==> src/rtl/instruction_fetch_pkg.sv <==
// Shared fetch-stage definitions: instruction width, default PC width and the
// issue-slot rule, used by the fetch stage and by the decoder downstream.
package instruction_fetch_pkg;

   localparam int INSTR_W      = 16;
   localparam int PC_WIDTH_DEF = 12;
   localparam int QUEUE_DEPTH  = 2;

   // A read may start if it fits beside what is queued or in flight, counting a slot freed this cycle.
   function automatic logic can_issue(input logic [1:0] occ, input logic pop);
      return (occ <= 2'd1) || ((occ == 2'd2) && pop);
   endfunction

endpackage

==> src/rtl/instruction_fetch_queue.sv <==
// Two-entry skid FIFO of {instr, pc}; entry 0 is always the head, and the head
// keeps its last contents when the queue drains so the outputs hold steady.
module fetch_queue
   import instruction_fetch_pkg::*;
#(
   parameter int DATA_W = INSTR_W,
   parameter int PC_W   = PC_WIDTH_DEF
) (
   input  logic              clk,
   input  logic              rst_n,
   input  logic              push_i,
   input  logic [DATA_W-1:0] push_data_i,
   input  logic [PC_W-1:0]   push_pc_i,
   input  logic              pop_i,
   input  logic              flush_i,
   output logic [DATA_W-1:0] head_data_o,
   output logic [PC_W-1:0]   head_pc_o,
   output logic [1:0]        count_o
);

   localparam logic [1:0] FULL = 2'(QUEUE_DEPTH);

   logic [DATA_W-1:0] data0_q, data0_d, data1_q, data1_d;
   logic [PC_W-1:0]   pc0_q, pc0_d, pc1_q, pc1_d;
   logic [1:0]        count_q, count_d;
   logic [1:0]        occ;

   always_comb begin
      occ     = count_q - {1'b0, pop_i};
      data0_d = data0_q;
      pc0_d   = pc0_q;
      data1_d = data1_q;
      pc1_d   = pc1_q;
      if (pop_i && (count_q == FULL)) begin
         data0_d = data1_q;
         pc0_d   = pc1_q;
      end
      // The incoming word lands in the first slot left free after this cycle's pop.
      if (push_i && (occ == 2'd0)) begin
         data0_d = push_data_i;
         pc0_d   = push_pc_i;
      end
      if (push_i && (occ == 2'd1)) begin
         data1_d = push_data_i;
         pc1_d   = push_pc_i;
      end
      count_d = occ + {1'b0, push_i};
      if (flush_i) count_d = 2'd0;
   end

   always_ff @(posedge clk) begin
      if (!rst_n) begin
         data0_q <= '0;
         pc0_q   <= '0;
         data1_q <= '0;
         pc1_q   <= '0;
         count_q <= 2'd0;
      end else begin
         assert (!(push_i && !pop_i && (count_q == FULL)));
         data0_q <= data0_d;
         pc0_q   <= pc0_d;
         data1_q <= data1_d;
         pc1_q   <= pc1_d;
         count_q <= count_d;
      end
   end

   assign head_data_o = data0_q;
   assign head_pc_o   = pc0_q;
   assign count_o     = count_q;

endmodule

==> src/rtl/instruction_fetch.sv <==
// Fetch stage: owns the PC, issues single-cycle-latency program-memory reads and
// queues returned words for the decoder; redirects flush the wrong path.
module instruction_fetch
   import instruction_fetch_pkg::*;
#(
   parameter int                  PC_WIDTH     = PC_WIDTH_DEF,
   parameter logic [PC_WIDTH-1:0] RESET_VECTOR = '0
) (
   input  logic                clk,
   input  logic                rst_n,
   output logic [PC_WIDTH-1:0] imem_addr,
   output logic                imem_rd,
   input  logic [INSTR_W-1:0]  imem_data,
   output logic [INSTR_W-1:0]  instr,
   output logic [PC_WIDTH-1:0] instr_pc,
   output logic                instr_valid,
   input  logic                instr_ready,
   input  logic                redirect,
   input  logic [PC_WIDTH-1:0] redirect_pc,
   input  logic                halt
);

   logic [PC_WIDTH-1:0] pc_q, pc_d;
   logic [PC_WIDTH-1:0] inflight_pc_q, inflight_pc_d;
   logic                inflight_q, inflight_d;
   logic                discard_q, discard_d;
   logic [1:0]          count;
   logic [1:0]          occ;
   logic                pop, push, issue;

   assign pop   = instr_valid & instr_ready;
   assign occ   = count + {1'b0, inflight_q};
   // Redirect outranks halt and the slot check; nothing issues while reset is held.
   assign issue = rst_n & ~redirect & ~halt & can_issue(occ, pop);
   assign push  = inflight_q & ~discard_q & ~redirect;

   assign imem_rd     = issue;
   assign imem_addr   = pc_q;
   assign instr_valid = (count != 2'd0);

   always_comb begin
      pc_d          = pc_q;
      inflight_d    = issue;
      inflight_pc_d = inflight_pc_q;
      discard_d     = redirect;
      if (redirect) begin
         pc_d = redirect_pc;
      end else if (issue) begin
         pc_d          = pc_q + PC_WIDTH'(1);
         inflight_pc_d = pc_q;
      end
   end

   always_ff @(posedge clk) begin
      if (!rst_n) begin
         pc_q       <= RESET_VECTOR;
         inflight_q <= 1'b0;
         discard_q  <= 1'b0;
      end else begin
         pc_q       <= pc_d;
         inflight_q <= inflight_d;
         discard_q  <= discard_d;
      end
   end

   always_ff @(posedge clk) begin
      inflight_pc_q <= inflight_pc_d;
   end

   fetch_queue #(
      .DATA_W (INSTR_W),
      .PC_W   (PC_WIDTH)
   ) u_queue (
      .clk         (clk),
      .rst_n       (rst_n),
      .push_i      (push),
      .push_data_i (imem_data),
      .push_pc_i   (inflight_pc_q),
      .pop_i       (pop),
      .flush_i     (redirect),
      .head_data_o (instr),
      .head_pc_o   (instr_pc),
      .count_o     (count)
   );

endmodule

==> config.mk <==
export PLATFORM = sky130hd
export DESIGN_NAME = instruction_fetch
export DESIGN_NICKNAME = d
export VERILOG_FILES = /design/src/rtl/instruction_fetch_pkg.sv /design/src/rtl/instruction_fetch_queue.sv /design/src/rtl/instruction_fetch.sv
export SDC_FILE = /design/constraint.sdc
export NUM_CORES = 1
export LEC_CHECK = 0
export CAP_MARGIN = 20
export CORE_ASPECT_RATIO = 1.25
export CORE_MARGIN = 8
export CORE_UTILIZATION = 51
export CTS_BUF_LIST = sky130_fd_sc_hd__clkbuf_16
export DETAILED_ROUTE_END_ITERATION = 10
export HOLD_SLACK_MARGIN = 0.03
export PLACE_DENSITY = 0.9
export RECOVER_POWER = 100
export SLEW_MARGIN = 20
export SYNTH_ARGS = -nofsm -noshare
export SYNTH_HDL_FRONTEND = slang
export SYNTH_SLANG_ARGS = --single-unit
==> constraint.sdc <==
create_clock -name clk -period 2.85 [get_ports clk]
set_input_delay 0.285 -clock clk [delete_from_list [all_inputs] [get_ports clk]]
set_output_delay 0.285 -clock clk [all_outputs]
set_load 0.01 [all_outputs]
==> results of run 1 <==
[placed cells by master, fill, tap and decap left out, types with 2 or more instances in the layout]
master,count
sky130_fd_sc_hd__nand3_1,3
sky130_fd_sc_hd__clkdlybuf4s50_1,31
sky130_fd_sc_hd__a311o_1,2
sky130_fd_sc_hd__clkbuf_16,9
sky130_fd_sc_hd__clkbuf_1,2
sky130_fd_sc_hd__edfxtp_1,12
sky130_fd_sc_hd__a22oi_1,2
sky130_fd_sc_hd__nand3b_1,2
sky130_fd_sc_hd__or3b_1,2
sky130_fd_sc_hd__a32oi_1,4
sky130_fd_sc_hd__a31oi_1,3
sky130_fd_sc_hd__inv_1,10
sky130_fd_sc_hd__buf_4,3
sky130_fd_sc_hd__and3_2,2
sky130_fd_sc_hd__dlygate4sd3_1,43
sky130_fd_sc_hd__a221oi_1,3
sky130_fd_sc_hd__mux2i_1,59
sky130_fd_sc_hd__ha_1,4
sky130_fd_sc_hd__nand2_1,11
sky130_fd_sc_hd__nand4_1,6
sky130_fd_sc_hd__dfxtp_1,72
sky130_fd_sc_hd__nor2b_1,2
sky130_fd_sc_hd__buf_12,2
sky130_fd_sc_hd__nor3_1,3
sky130_fd_sc_hd__a21oi_1,3
sky130_fd_sc_hd__nor2_1,62
sky130_fd_sc_hd__o21ai_0,2
sky130_fd_sc_hd__clkinv_2,2
sky130_fd_sc_hd__o22ai_1,2
sky130_fd_sc_hd__a211oi_1,28
sky130_fd_sc_hd__mux2_2,3
[registers in the layout (all words and copies together), names as in the netlist]
name                 flops
imem_addr               12
inflight_q               1
u_queue.count_o          2
u_queue.head_pc_o       12
u_queue.pc1_q           12
discard_q                1
inflight_pc_q           12
u_queue.head_data_o     16
u_queue.data1_q         16
[cell families after synthesis]
| kind of cell | after synthesis |
|---|---|
| xor+xnor | 2 |
| compound gates | 55 |
| buf+inv | 31 |
| flops | 84 |
| fa+ha+maj | 4 |
| simple gates | 100 |
| mux | 62 |
[power by group through the flow]
stage | Combinational, mW | Sequential (mW) | Clock, mW
final | 0.204 | 1.26 | 1.02
after global routing | 0.221 | 1.27 | 1.09
after CTS | 0.218 | 1.26 | 1.04
after detailed placement | 0.215 | 1.29 | 0
after global placement | 0.210 | 1.29 | 0
after floorplan | 0.0854 | 1.29 | 0
[area by class of cell]
type                    count  area (um^2)
clock buffers               9          225
repair buffers             82          816
well taps                  90          113
clock inverters             7         37.5
inverters                   8         30.0
fillers                   520         2240
flip-flops and latches     84         1800
multi-input cells         223         1580
[final timing paths]
| path | endpoint |
|---|---|
| setup / recovery | u_queue.data1_q[6]$_SDFFE_PN0P_ |
| hold / removal | u_queue.data1_q[2]$_SDFFE_PN0P_ |
| setup reg to reg | u_queue.data1_q[6]$_SDFFE_PN0P_ |
| hold reg to reg | u_queue.data1_q[2]$_SDFFE_PN0P_ |
[per-layer routing]
layer,up-vias,global-route usage [%],routed length (um)
li1,1370,-,-
met1,1347,19.9,3600
met2,88,31.2,4490
met3,15,4.75,433
met4,0,8.46,189
met5,-,0,0
[worst reg2reg max path, stage by stage (launching register included)]
cell,delay (ns)
sky130_fd_sc_hd__dfxtp_1,0.35
sky130_fd_sc_hd__or2_2,0.31
sky130_fd_sc_hd__and2_1,0.16
sky130_fd_sc_hd__ha_1,0.18
sky130_fd_sc_hd__xnor2_1,0.27
sky130_fd_sc_hd__and3_2,0.25
sky130_fd_sc_hd__clkbuf_1,0.55
sky130_fd_sc_hd__mux2i_1,0.30
sky130_fd_sc_hd__nor2_1,0.06
[per-stage QoR]
stage	hold WS (ns)	cell area (um^2)	total power [mW]
finish	0.495	4610	2.49
floorplan	0.404	3550	1.38
global placement	0.471	4370	1.50
CTS	0.499	4640	2.52
detailed placement	0.481	4370	1.50
global route	0.513	4610	2.58
==> summary.md, run 1 <==
| Metric | Value |
|---|---|
| Worst ir drop on vdd | `between 0.3 and 0.4 mV` |
| Worst setup path startpoint | `u_queue.count_o[1]$_SDFF_PP0_` |
| Mapped Area | `0.00355 mm^2` |
| Initial core utilization | `51.8%` |
| Status | `finished, final reports clean` |
| Area added between synthesis and finish | `29.8%` |
| Global-route usage over all layers | `about 18%` |
| Switching power of the nets | `between 0.5 and 0.6 mW` |
| Die boundary width | `~90 um` |
| Reg-to-reg startpoint | `u_queue.count_o[1]$_SDFF_PP0_` |
| Number of instances on the worst hold path | `2` |
| Number of global-route vias before repair | `around 3.0k` |
| Share of total power consumed by net switching | `between 20% and 30%` |
| Post-synthesis net count | `around 380` |
| Die footprint | `0.00990 mm^2` |
| Fraction of power consumed by the clock network | `around 41%` |
| Worst EP required | `between 3 and 4 ns` |
| Number of pins with negative max-slew slack in the final report | `0` |
| Number of rows created at floorplan | `34` |
| Crit Path Max Fanout | `8` |
| Final number of hold-violating endpoints | `0` |
| Buffer count from post-CTS setup fixing | `0` |
| Final weighted congestion of routability-driven global placement | `roughly 0.84` |
| I/O Buffers | `74` |
| Initial antenna violation count | `0` |
| Pre-antenna DRT Iters | `5` |
| Count of state elements after synthesis | `84` |
| Type of the tightest min-delay check | `flip-flop to flip-flop` |
| Total I/O pin count | `75` |
| Number of remaining DRC errors | `0` |
| Number of diodes added for antenna fixing | `0` |
| Final period demand of the worst path | `roughly 2.6 ns` |
| Synth Area in Compound Gates | `roughly an eighth` |
| Parity-gate share of the synthesized area counting xor and xnor cells | `less than 1%` |
| Post-synthesis average cell area | `10.5 um^2` |
| Number of cells in the design after placement | `487` |
| Final worst-path cycle share | `approximately 90%` |
| Overall die height | `~110 um` |
| H-tree levels | `3` |
| Final net count | `445` |
| Most used flip-flop cell after synthesis | `sky130_fd_sc_hd__dfxtp_1` |
| Proportion of synthesized area in mux cells | `about 18%` |
| Int Pwr | `between 1.5 and 2 mW` |
| Core Area | `slightly below 0.007 mm^2` |
| Crit-path max cell delay | `0.55 ns` |
| Via-to-Cell Ratio | `~5.6` |
| Detailed-route via count | `roughly 2.8k` |
| Number of buffer and inverter stages on the critical path | `1` |
| Number of buffers inserted for hold repair after clock tree synthesis | `0` |
| Data arrival time of the worst path | `roughly 2.8 ns` |
| Highest Clock Rate | `about 390 MHz` |
| Power density over the cells | `541 mW/mm^2` |
| Proportion of synthesized chip area in sequential cells | `50.8%` |
| Share of power burned in combinational logic | `between 8 and 9%` |
| Critical Path Slowest Stage Cell | `sky130_fd_sc_hd__clkbuf_1` |
| Critical path depth in cells | `8` |
| Final number of setup-violating endpoints | `0` |
| Number of different library cells in the post-synthesis netlist | `45` |
| Share of async-settable or async-resettable flops after synthesis | `0%` |
| Count of clock tree sinks | `84` |
| Slew at the pin closest to its max-slew limit | `roughly 1 ns` |
| Pin count of the biggest net entering global routing | `between 50 and 60` |
| Remaining Overflow, GRT | `0` |
| Post-Layout Cell Count | `503` |
| Share of Yosys cell area claimed by the top area cell type | `40.6%` |
| Wire length of the first global-routing pass | `14,200 um` |
| Cell types occupying the most area after synthesis | `sky130_fd_sc_hd__dfxtp_1, sky130_fd_sc_hd__mux2i_1, sky130_fd_sc_hd__edfxtp_1` |
| Synth cell count leaders | `sky130_fd_sc_hd__dfxtp_1, sky130_fd_sc_hd__nor2_1, sky130_fd_sc_hd__mux2i_1, sky130_fd_sc_hd__a211oi_1, sky130_fd_sc_hd__edfxtp_1` |
| TritonCTS clock tree | `yes` |
| Clock latency of the later-clocked register in the worst-skew pair | `0.33 ns` |
| Kind of end point of the critical path | `flip-flop` |
| Clock Skew | `about 0.0054 ns` |
| Ratio of cells with drive above 1 in the final layout | `under 10%` |
| Count of mapped cells out of synthesis | `roughly 340` |
| Minimum setup slack among reg-to-reg paths | `around 0.28 ns` |
| Final cell utilization of the core | `67.3%` |
| Min-Delay Startpoint | `u_queue.data1_q[2]$_SDFFE_PN0P_` |
| Setup WS pre-CTS | `0.394 ns` |
| Number of warnings reported in the yosys synthesis log | `0` |
| Simple-Gate Fraction of Synth Area | `about 13%` |
| Detailed Route Iter0 Violations | `roughly 210` |
| Post-Route Setup TNS | `0 ns` |
| Leakage component of the power | `between 1.5 and 2 nW` |
| Relative contribution of sequential cells to total power | `between 50% and 60%` |
| Max capacitance violation total | `0` |
| Max-slew headroom | `33.3%` |
| Critical Path, Cell by Cell | `or2_2, and2_1, ha_1, xnor2_1, and3_2, clkbuf_1, mux2i_1, nor2_1` |
| Worst reg2reg path depth | `8` |
| Dominant combinational cell family by area after synthesis | `multiplexers` |
| Cell accounting for the most synthesized area | `sky130_fd_sc_hd__dfxtp_1` |
| Antenna Nets Post-Route | `0` |
| Cts repair resizes | `0` |
| HPWL after detailed placement | `just under 6000 um` |
| Clock Root Buffer | `sky130_fd_sc_hd__clkbuf_16` |
| Count of flip-flops with a built-in enable after synthesis | `12` |
| Most common cell in the synthesized netlist | `sky130_fd_sc_hd__dfxtp_1` |
| Clock-pin slew on the worst setup and hold paths | `around 0.060 ns` |
| Total detailed-routing wirelength | `between 8000 and 9000 um` |
| Startpoint types | `flip-flop` |
| Post-Synth Adder-Cell Area | `around 1.4%` |
| Longest Clk Path Bufs | `2` |
| Setup WS post-layout | `~0.28 ns` |
| Largest delay contributor family on the critical path | `simple AND/OR/NAND/NOR gates` |
| RSZ-0062 raised after global routing | `no` |
| Startpoint-to-endpoint class of the critical path | `flip-flop to flip-flop` |
| Cts bufs inserted | `9` |
| WL/cell | `approximately 17 um` |
(Power assumes the default switching activity.)
==> run 2: changes to the inputs <==
- PLACE_DENSITY: 0.9 -> 0.8
==> summary.md, run 2 (synthesis gave the netlist of run 1 again) <==
| Metric | Value |
|---|---|
| HPWL after detailed placement | `5810 um (was 5800 um)` |
| Via-to-Cell Ratio | `5.39 (was 5.61)` |
| Startpoint-to-endpoint class of the critical path | `flip-flop to flip-flop (unchanged)` |
| Post-Route Setup TNS | `0 ns (unchanged)` |
| Number of rows created at floorplan | `34 (unchanged)` |
| Worst setup path startpoint | `u_queue.count_o[1]$_SDFF_PP0_ (unchanged)` |
| Commonest non-fill, non-tap cell in the layout | `sky130_fd_sc_hd__dfxtp_1 (unchanged)` |
| Startpoint types | `flip-flop (unchanged)` |
| Pin count of the biggest net entering global routing | `37 (was 51)` |
| Final worst-path cycle share | `88.5% (was 90.3%)` |
| Crit Path Max Fanout | `17 (was 8)` |
| Number of global-route vias before repair | `2,854 (was 2,986)` |
| Buffer count from post-CTS setup fixing | `0 (unchanged)` |
| Remaining Overflow, GRT | `0 (unchanged)` |
| Reg-to-reg startpoint | `u_queue.count_o[1]$_SDFF_PP0_ (unchanged)` |
| Area added between synthesis and finish | `30.4% (was 29.8%)` |
| Longest Clk Path Bufs | `2 (unchanged)` |
| Initial antenna violation count | `0 (unchanged)` |
| Critical Path, Cell by Cell | `or2_2, and2_0, ha_1, xnor2_1, and3_2, clkbuf_2, mux2i_1, nor2_1 (was or2_2, and2_1, ha_1, xnor2_1, and3_2, clkbuf_1, mux2i_1, nor2_1)` |
| Pre-antenna DRT Iters | `4 (was 5)` |
| Final weighted congestion of routability-driven global placement | `0.823 (was 0.840)` |
| Final net count | `448 (was 445)` |
| Number of pins with negative max-slew slack in the final report | `0 (unchanged)` |
| Total detailed-routing wirelength | `8120 um (was 8710 um)` |
| Kind of end point of the critical path | `flip-flop (unchanged)` |
| Switching power of the nets | `0.555 mW (was 0.570 mW)` |
| Die footprint | `0.00990 mm^2 (unchanged)` |
| Type of the tightest min-delay check | `flip-flop to flip-flop (unchanged)` |
| Data arrival time of the worst path | `2.70 ns (was 2.75 ns)` |
| Number of diodes added for antenna fixing | `0 (unchanged)` |
| Detailed Route Iter0 Violations | `111 (was 209)` |
| Clock Root Buffer | `sky130_fd_sc_hd__clkbuf_16 (unchanged)` |
| Leakage component of the power | `1.94 nW (was 1.93 nW)` |
| Setup WS pre-CTS | `0.451 ns (was 0.394 ns)` |
| Clock latency of the later-clocked register in the worst-skew pair | `0.33 ns (about the same)` |
| Total I/O pin count | `75 (unchanged)` |
| Count of clock tree sinks | `84 (unchanged)` |
| Clock-pin slew on the worst setup and hold paths | `0.06 ns (about the same)` |
| Worst EP required | `3.03 ns (about the same)` |
| Share of total power consumed by net switching | `21.7% (was 22.9%)` |
| RSZ-0062 raised after global routing | `no (unchanged)` |
| Cts repair resizes | `0 (unchanged)` |
| Highest Clock Rate | `396 MHz (was 389 MHz)` |
| Setup WS post-layout | `0.328 ns (was 0.278 ns)` |
| Number of remaining DRC errors | `0 (unchanged)` |
| Slew at the pin closest to its max-slew limit | `0.965 ns (was 1.00 ns)` |
| Final number of setup-violating endpoints | `0 (unchanged)` |
| Crit-path max cell delay | `0.46 ns (was 0.55 ns)` |
| Final period demand of the worst path | `2.52 ns (was 2.57 ns)` |
| Detailed-route via count | `2,728 (was 2,820)` |
| Final worst hold slack | `0.493 ns (was 0.495 ns)` |
| Share of power burned in combinational logic | `8.0% (was 8.2%)` |
| Top library cells by usage in the layout, fill and taps aside | `sky130_fd_sc_hd__dfxtp_1, sky130_fd_sc_hd__nor2_1, sky130_fd_sc_hd__mux2i_1 (unchanged)` |
| Global-route usage over all layers | `16.6% (was 17.8%)` |
| Die boundary width | `90.6 um (unchanged)` |
| TritonCTS clock tree | `yes (unchanged)` |
| I/O Buffers | `74 (unchanged)` |
| Clock Skew | `0.00925 ns (was 0.00543 ns)` |
| H-tree levels | `3 (unchanged)` |
| Min-Delay Startpoint | `u_queue.data1_q[12]$_SDFFE_PN0P_ (was u_queue.data1_q[2]$_SDFFE_PN0P_)` |
| Int Pwr | `2.01 mW (was 1.92 mW)` |
| Final number of hold-violating endpoints | `0 (unchanged)` |
| Worst ir drop on vdd | `0.373 mV (was 0.362 mV)` |
| Ratio of cells with drive above 1 in the final layout | `8.17% (was 7.02%)` |
| Fraction of power consumed by the clock network | `42.8% (was 41.0%)` |
| Relative contribution of sequential cells to total power | `49.2% (was 50.8%)` |
| Core Area | `0.00685 mm^2 (unchanged)` |
| Max-slew headroom | `35.6% (was 33.3%)` |
| Critical Path Slowest Stage Cell | `sky130_fd_sc_hd__clkbuf_2 (was sky130_fd_sc_hd__clkbuf_1)` |
| Post-layout power | `2.56 mW (was 2.49 mW)` |
| Initial core utilization | `51.8% (unchanged)` |
| Wire length of the first global-routing pass | `13,400 um (was 14,200 um)` |
| Number of buffers inserted for hold repair after clock tree synthesis | `0 (unchanged)` |
| Final cell utilization of the core | `67.6% (was 67.3%)` |
| Overall die height | `109 um (unchanged)` |
| Cts bufs inserted | `9 (unchanged)` |
| Max capacitance violation total | `0 (unchanged)` |
| Antenna Nets Post-Route | `0 (unchanged)` |
| WL/cell | `16.0 um (was 17.3 um)` |
| Power density over the cells | `554 mW/mm^2 (was 541 mW/mm^2)` |
| Status | `finished, final reports clean (unchanged)` |
[run 2: routing by layer]
| metal | GRT usage, % | share of wire (%) |
|---|---|---|
| met2 | 29.6 | 52 |
| met1 | 18.0 | 42 |
| met4 | 7.51 | 1.3 |
| met3 | 4.96 | 5.0 |
| met5 | 0 | 0 |
[run 2: stage by stage]
step                instance area, um^2  cells
floorplan                          3550    338
global placement                   4370    490
detailed placement                 4370    490
CTS                                4660    506
global route                       4630    506
finish                             4630    506
[run 2: layout make-up]
cell class	count	area [um^2]
clock buffer	9	225
timing repair buffer	85	808
fill	543	2220
inverter	8	30.0
tap	90	113
sequential	84	1800
clock inverter	7	60.1
multi-input combinational	223	1590
[run 2: critical path: cells and delay by family (launching register included)]
family / cells / cell delay [ns]
AND/OR/NAND/NOR: 4 / 0.80
buffers and inverters: 1 / 0.46
flip-flops: 1 / 0.36
XOR/XNOR: 1 / 0.29
multiplexers: 1 / 0.26
adder cells (fa/ha/maj): 1 / 0.19
[run 2: worst paths after layout]
| check | depth (start not counted) | endpoint | slack [ns] |
|---|---|---|---|
| hold / removal | 2 | u_queue.data1_q[12]$_SDFFE_PN0P_ | 0.49 |
| hold reg to reg | 2 | u_queue.data1_q[12]$_SDFFE_PN0P_ | 0.49 |
| setup / recovery | 8 | u_queue.pc1_q[4]$_SDFFE_PN0P_ | 0.33 |
| setup reg to reg | 8 | u_queue.pc1_q[4]$_SDFFE_PN0P_ | 0.33 |
[run 2: power groups by stage]
stage,Sequential [mW],Combinational (mW),Clock (mW)
detailed placement,1.29,0.216,0
global placement,1.29,0.212,0
finish,1.26,0.204,1.10
CTS,1.26,0.218,1.12
global route,1.27,0.221,1.19
floorplan,1.29,0.0854,0
==> run 3: changes to the inputs <==
- CORE_UTILIZATION: 51 -> 40
- PLACE_DENSITY: 0.8 -> 0.65
==> summary.md, run 3 (synthesis gave the netlist of run 1 again) <==
| Metric | Value |
|---|---|
| Status | `finished, final reports clean (unchanged)` |
| Initial core utilization | `41.0% (was 51.8%)` |
| Highest Clock Rate | `401 MHz (was 396 MHz)` |
| Via-to-Cell Ratio | `5.05 (was 5.39)` |
| I/O Buffers | `74 (unchanged)` |
| Pre-antenna DRT Iters | `4 (unchanged)` |
| Initial antenna violation count | `0 (unchanged)` |
| Final worst hold slack | `0.494 ns (was 0.493 ns)` |
| Detailed route wirelength on metal2 | `4140 um (was 4200 um)` |
| Startpoint types | `flip-flop (unchanged)` |
| Die footprint | `0.0122 mm^2 (was 0.00990 mm^2)` |
| Number of instances on the worst hold path | `2 (unchanged)` |
| Crit Path Max Fanout | `4 (was 17)` |
| Number of remaining DRC errors | `0 (unchanged)` |
| Post-Route Setup TNS | `0 ns (unchanged)` |
| # fillers | `833 (was 543)` |
| Total detailed-routing wirelength | `8360 um (was 8120 um)` |
| Clock latency of the later-clocked register in the worst-skew pair | `0.33 ns (about the same)` |
| Final worst-path cycle share | `87.5% (was 88.5%)` |
| Final number of setup-violating endpoints | `0 (unchanged)` |
| Number of pins with negative max-slew slack in the final report | `0 (unchanged)` |
| H-tree levels | `3 (unchanged)` |
| Leakage component of the power | `1.93 nW (was 1.94 nW)` |
| Final period demand of the worst path | `2.49 ns (was 2.52 ns)` |
| Overall die height | `121 um (was 109 um)` |
| Detailed-route via count | `2,704 (was 2,728)` |
| Area added between synthesis and finish | `31.3% (was 30.4%)` |
| WL/cell | `15.6 um (was 16.0 um)` |
| Final cell utilization of the core | `53.8% (was 67.6%)` |
| Capture point of the worst reg-to-reg path | `u_queue.data1_q[4]$_SDFFE_PN0P_ (was u_queue.pc1_q[4]$_SDFFE_PN0P_)` |
| Final number of hold-violating endpoints | `0 (unchanged)` |
| Placed Instance Area | `0.00445 mm^2 (was 0.00437 mm^2)` |
| Pin count of the biggest net entering global routing | `31 (was 37)` |
| Clock Skew | `0.00743 ns (was 0.00925 ns)` |
| Final weighted congestion of routability-driven global placement | `0.810 (was 0.823)` |
| Worst ir drop on vdd | `0.293 mV (was 0.373 mV)` |
| Commonest non-fill, non-tap cell in the layout | `sky130_fd_sc_hd__dfxtp_1 (unchanged)` |
| RSZ-0062 raised after global routing | `no (unchanged)` |
| Reg-to-reg startpoint | `u_queue.count_o[1]$_SDFF_PP0_ (unchanged)` |
| Clock-pin slew on the worst setup and hold paths | `0.06 ns (about the same)` |
| Kind of end point of the critical path | `output pin (was flip-flop)` |
| Power density over the cells | `534 mW/mm^2 (was 554 mW/mm^2)` |
| Area of the multi-input gates | `0.00157 mm^2 (was 0.00159 mm^2)` |
| Worst EP required | `2.57 ns (was 3.03 ns)` |
| Ratio of cells with drive above 1 in the final layout | `7.71% (was 8.17%)` |
| Count of clock tree sinks | `84 (unchanged)` |
| Max capacitance violation total | `0 (unchanged)` |
| Reg area | `0.00180 mm^2 (unchanged)` |
| End point of the worst hold path | `u_queue.pc1_q[4]$_SDFFE_PN0P_ (was u_queue.data1_q[12]$_SDFFE_PN0P_)` |
| Startpoint-to-endpoint class of the critical path | `flip-flop to output pin (was flip-flop to flip-flop)` |
| Number of buffers inserted for hold repair after clock tree synthesis | `0 (unchanged)` |
| Number of rows created at floorplan | `38 (was 34)` |
| Worst reg2reg path depth | `8 (unchanged)` |
| Buffer count from post-CTS setup fixing | `0 (unchanged)` |
| Total I/O pin count | `75 (unchanged)` |
| Global-route usage over all layers | `14.2% (was 16.6%)` |
| Data arrival time of the worst path | `2.21 ns (was 2.70 ns)` |
| Clock Root Buffer | `sky130_fd_sc_hd__clkbuf_16 (unchanged)` |
| Top layer reached by signal wires | `met4 (unchanged)` |
| DR WL met3 | `376 um (was 406 um)` |
| Number of global-route vias before repair | `2,726 (was 2,854)` |
| Final standard cell area without fillers | `0.00466 mm^2 (was 0.00463 mm^2)` |
| Slew at the pin closest to its max-slew limit | `0.767 ns (was 0.965 ns)` |
| Wire length of the first global-routing pass | `13,700 um (was 13,400 um)` |
| Antenna Nets Post-Route | `0 (unchanged)` |
| Final net count | `448 (unchanged)` |
| Remaining Overflow, GRT | `0 (unchanged)` |
| Top library cells by usage in the layout, fill and taps aside | `sky130_fd_sc_hd__dfxtp_1, sky130_fd_sc_hd__nor2_1, sky130_fd_sc_hd__mux2i_1 (unchanged)` |
| Number of diodes added for antenna fixing | `0 (unchanged)` |
| Core Area | `0.00865 mm^2 (was 0.00685 mm^2)` |
| Routed length on met1 | `3730 um (was 3400 um)` |
| TritonCTS clock tree | `yes (unchanged)` |
| Cts bufs inserted | `9 (unchanged)` |
| Cts repair resizes | `0 (unchanged)` |
| Longest Clk Path Bufs | `2 (unchanged)` |
| Max-slew headroom | `48.8% (was 35.6%)` |
| Type of the tightest min-delay check | `flip-flop to flip-flop (unchanged)` |
| HPWL after detailed placement | `5890 um (was 5810 um)` |
| Die boundary width | `100 um (was 90.6 um)` |
| Min-Delay Startpoint | `u_queue.pc1_q[4]$_SDFFE_PN0P_ (was u_queue.data1_q[12]$_SDFFE_PN0P_)` |
| Minimum setup slack among reg-to-reg paths | `0.40 ns (was 0.33 ns)` |
| Detailed Route Iter0 Violations | `109 (was 111)` |
run 3: per-stage QoR:
step / total power, mW / setup slack [ns] / cells
2_1_floorplan: 1.38 / 0.559 / 338
3_3_place_gp: 1.51 / 0.601 / 520
3_5_place_dp: 1.51 / 0.545 / 520
4_1_cts: 2.53 / 0.461 / 535
5_1_grt: 2.59 / 0.261 / 535
6_report: 2.49 / 0.356 / 535
run 3: power by group:
part / total (mW) / switching, mW / internal (mW)
Sequential: 1.26 / 0.0275 / 1.23
Combinational: 0.205 / 0.0960 / 0.109
Clock: 1.02 / 0.444 / 0.577
Total: 2.49 / 0.567 / 1.92
run 3: worst max path at each step:
stage / endpoint / start / cells past startpoint / slack [ns]
after CTS: imem_rd / u_queue.count_o[0]$_SDFF_PP0_ / 4 / 0.46
after floorplan: inflight_pc_q[0]$_DFFE_PP_ / u_queue.count_o[0]$_SDFF_PP0_ / 3 / 0.56
final: imem_rd / u_queue.count_o[0]$_SDFF_PP0_ / 4 / 0.36
after global routing: imem_rd / u_queue.count_o[0]$_SDFF_PP0_ / 4 / 0.26
after detailed placement: u_queue.data1_q[0]$_SDFFE_PN0P_ / instr_ready / 8 / 0.54
after global placement: imem_rd / halt / 4 / 0.60
run 3: worst max-delay path: stages (launching register included):
cell and delay, ns:
sky130_fd_sc_hd__dfxtp_1 0.38, sky130_fd_sc_hd__ha_1 0.25, sky130_fd_sc_hd__nand3b_1 0.21, sky130_fd_sc_hd__a221oi_1 0.38
sky130_fd_sc_hd__dlygate4sd3_1 0.67
run 3: layout make-up:
cell class | instances | area share (%)
clock inverter | 6 | 0.698
multi-input combinational | 223 | 33.8
inverter | 8 | 0.644
timing repair buffer | 85 | 18.2
tap | 120 | 3.22
clock buffer | 9 | 4.83
sequential | 84 | 38.7
run 3: metal layers:
layer | track usage, % | vias to the layer above
li1 | - | 1380
met1 | 16.4 | 1269
met4 | 5.69 | 0
met2 | 24.2 | 46
met3 | 3.96 | 9
met5 | 0 | -
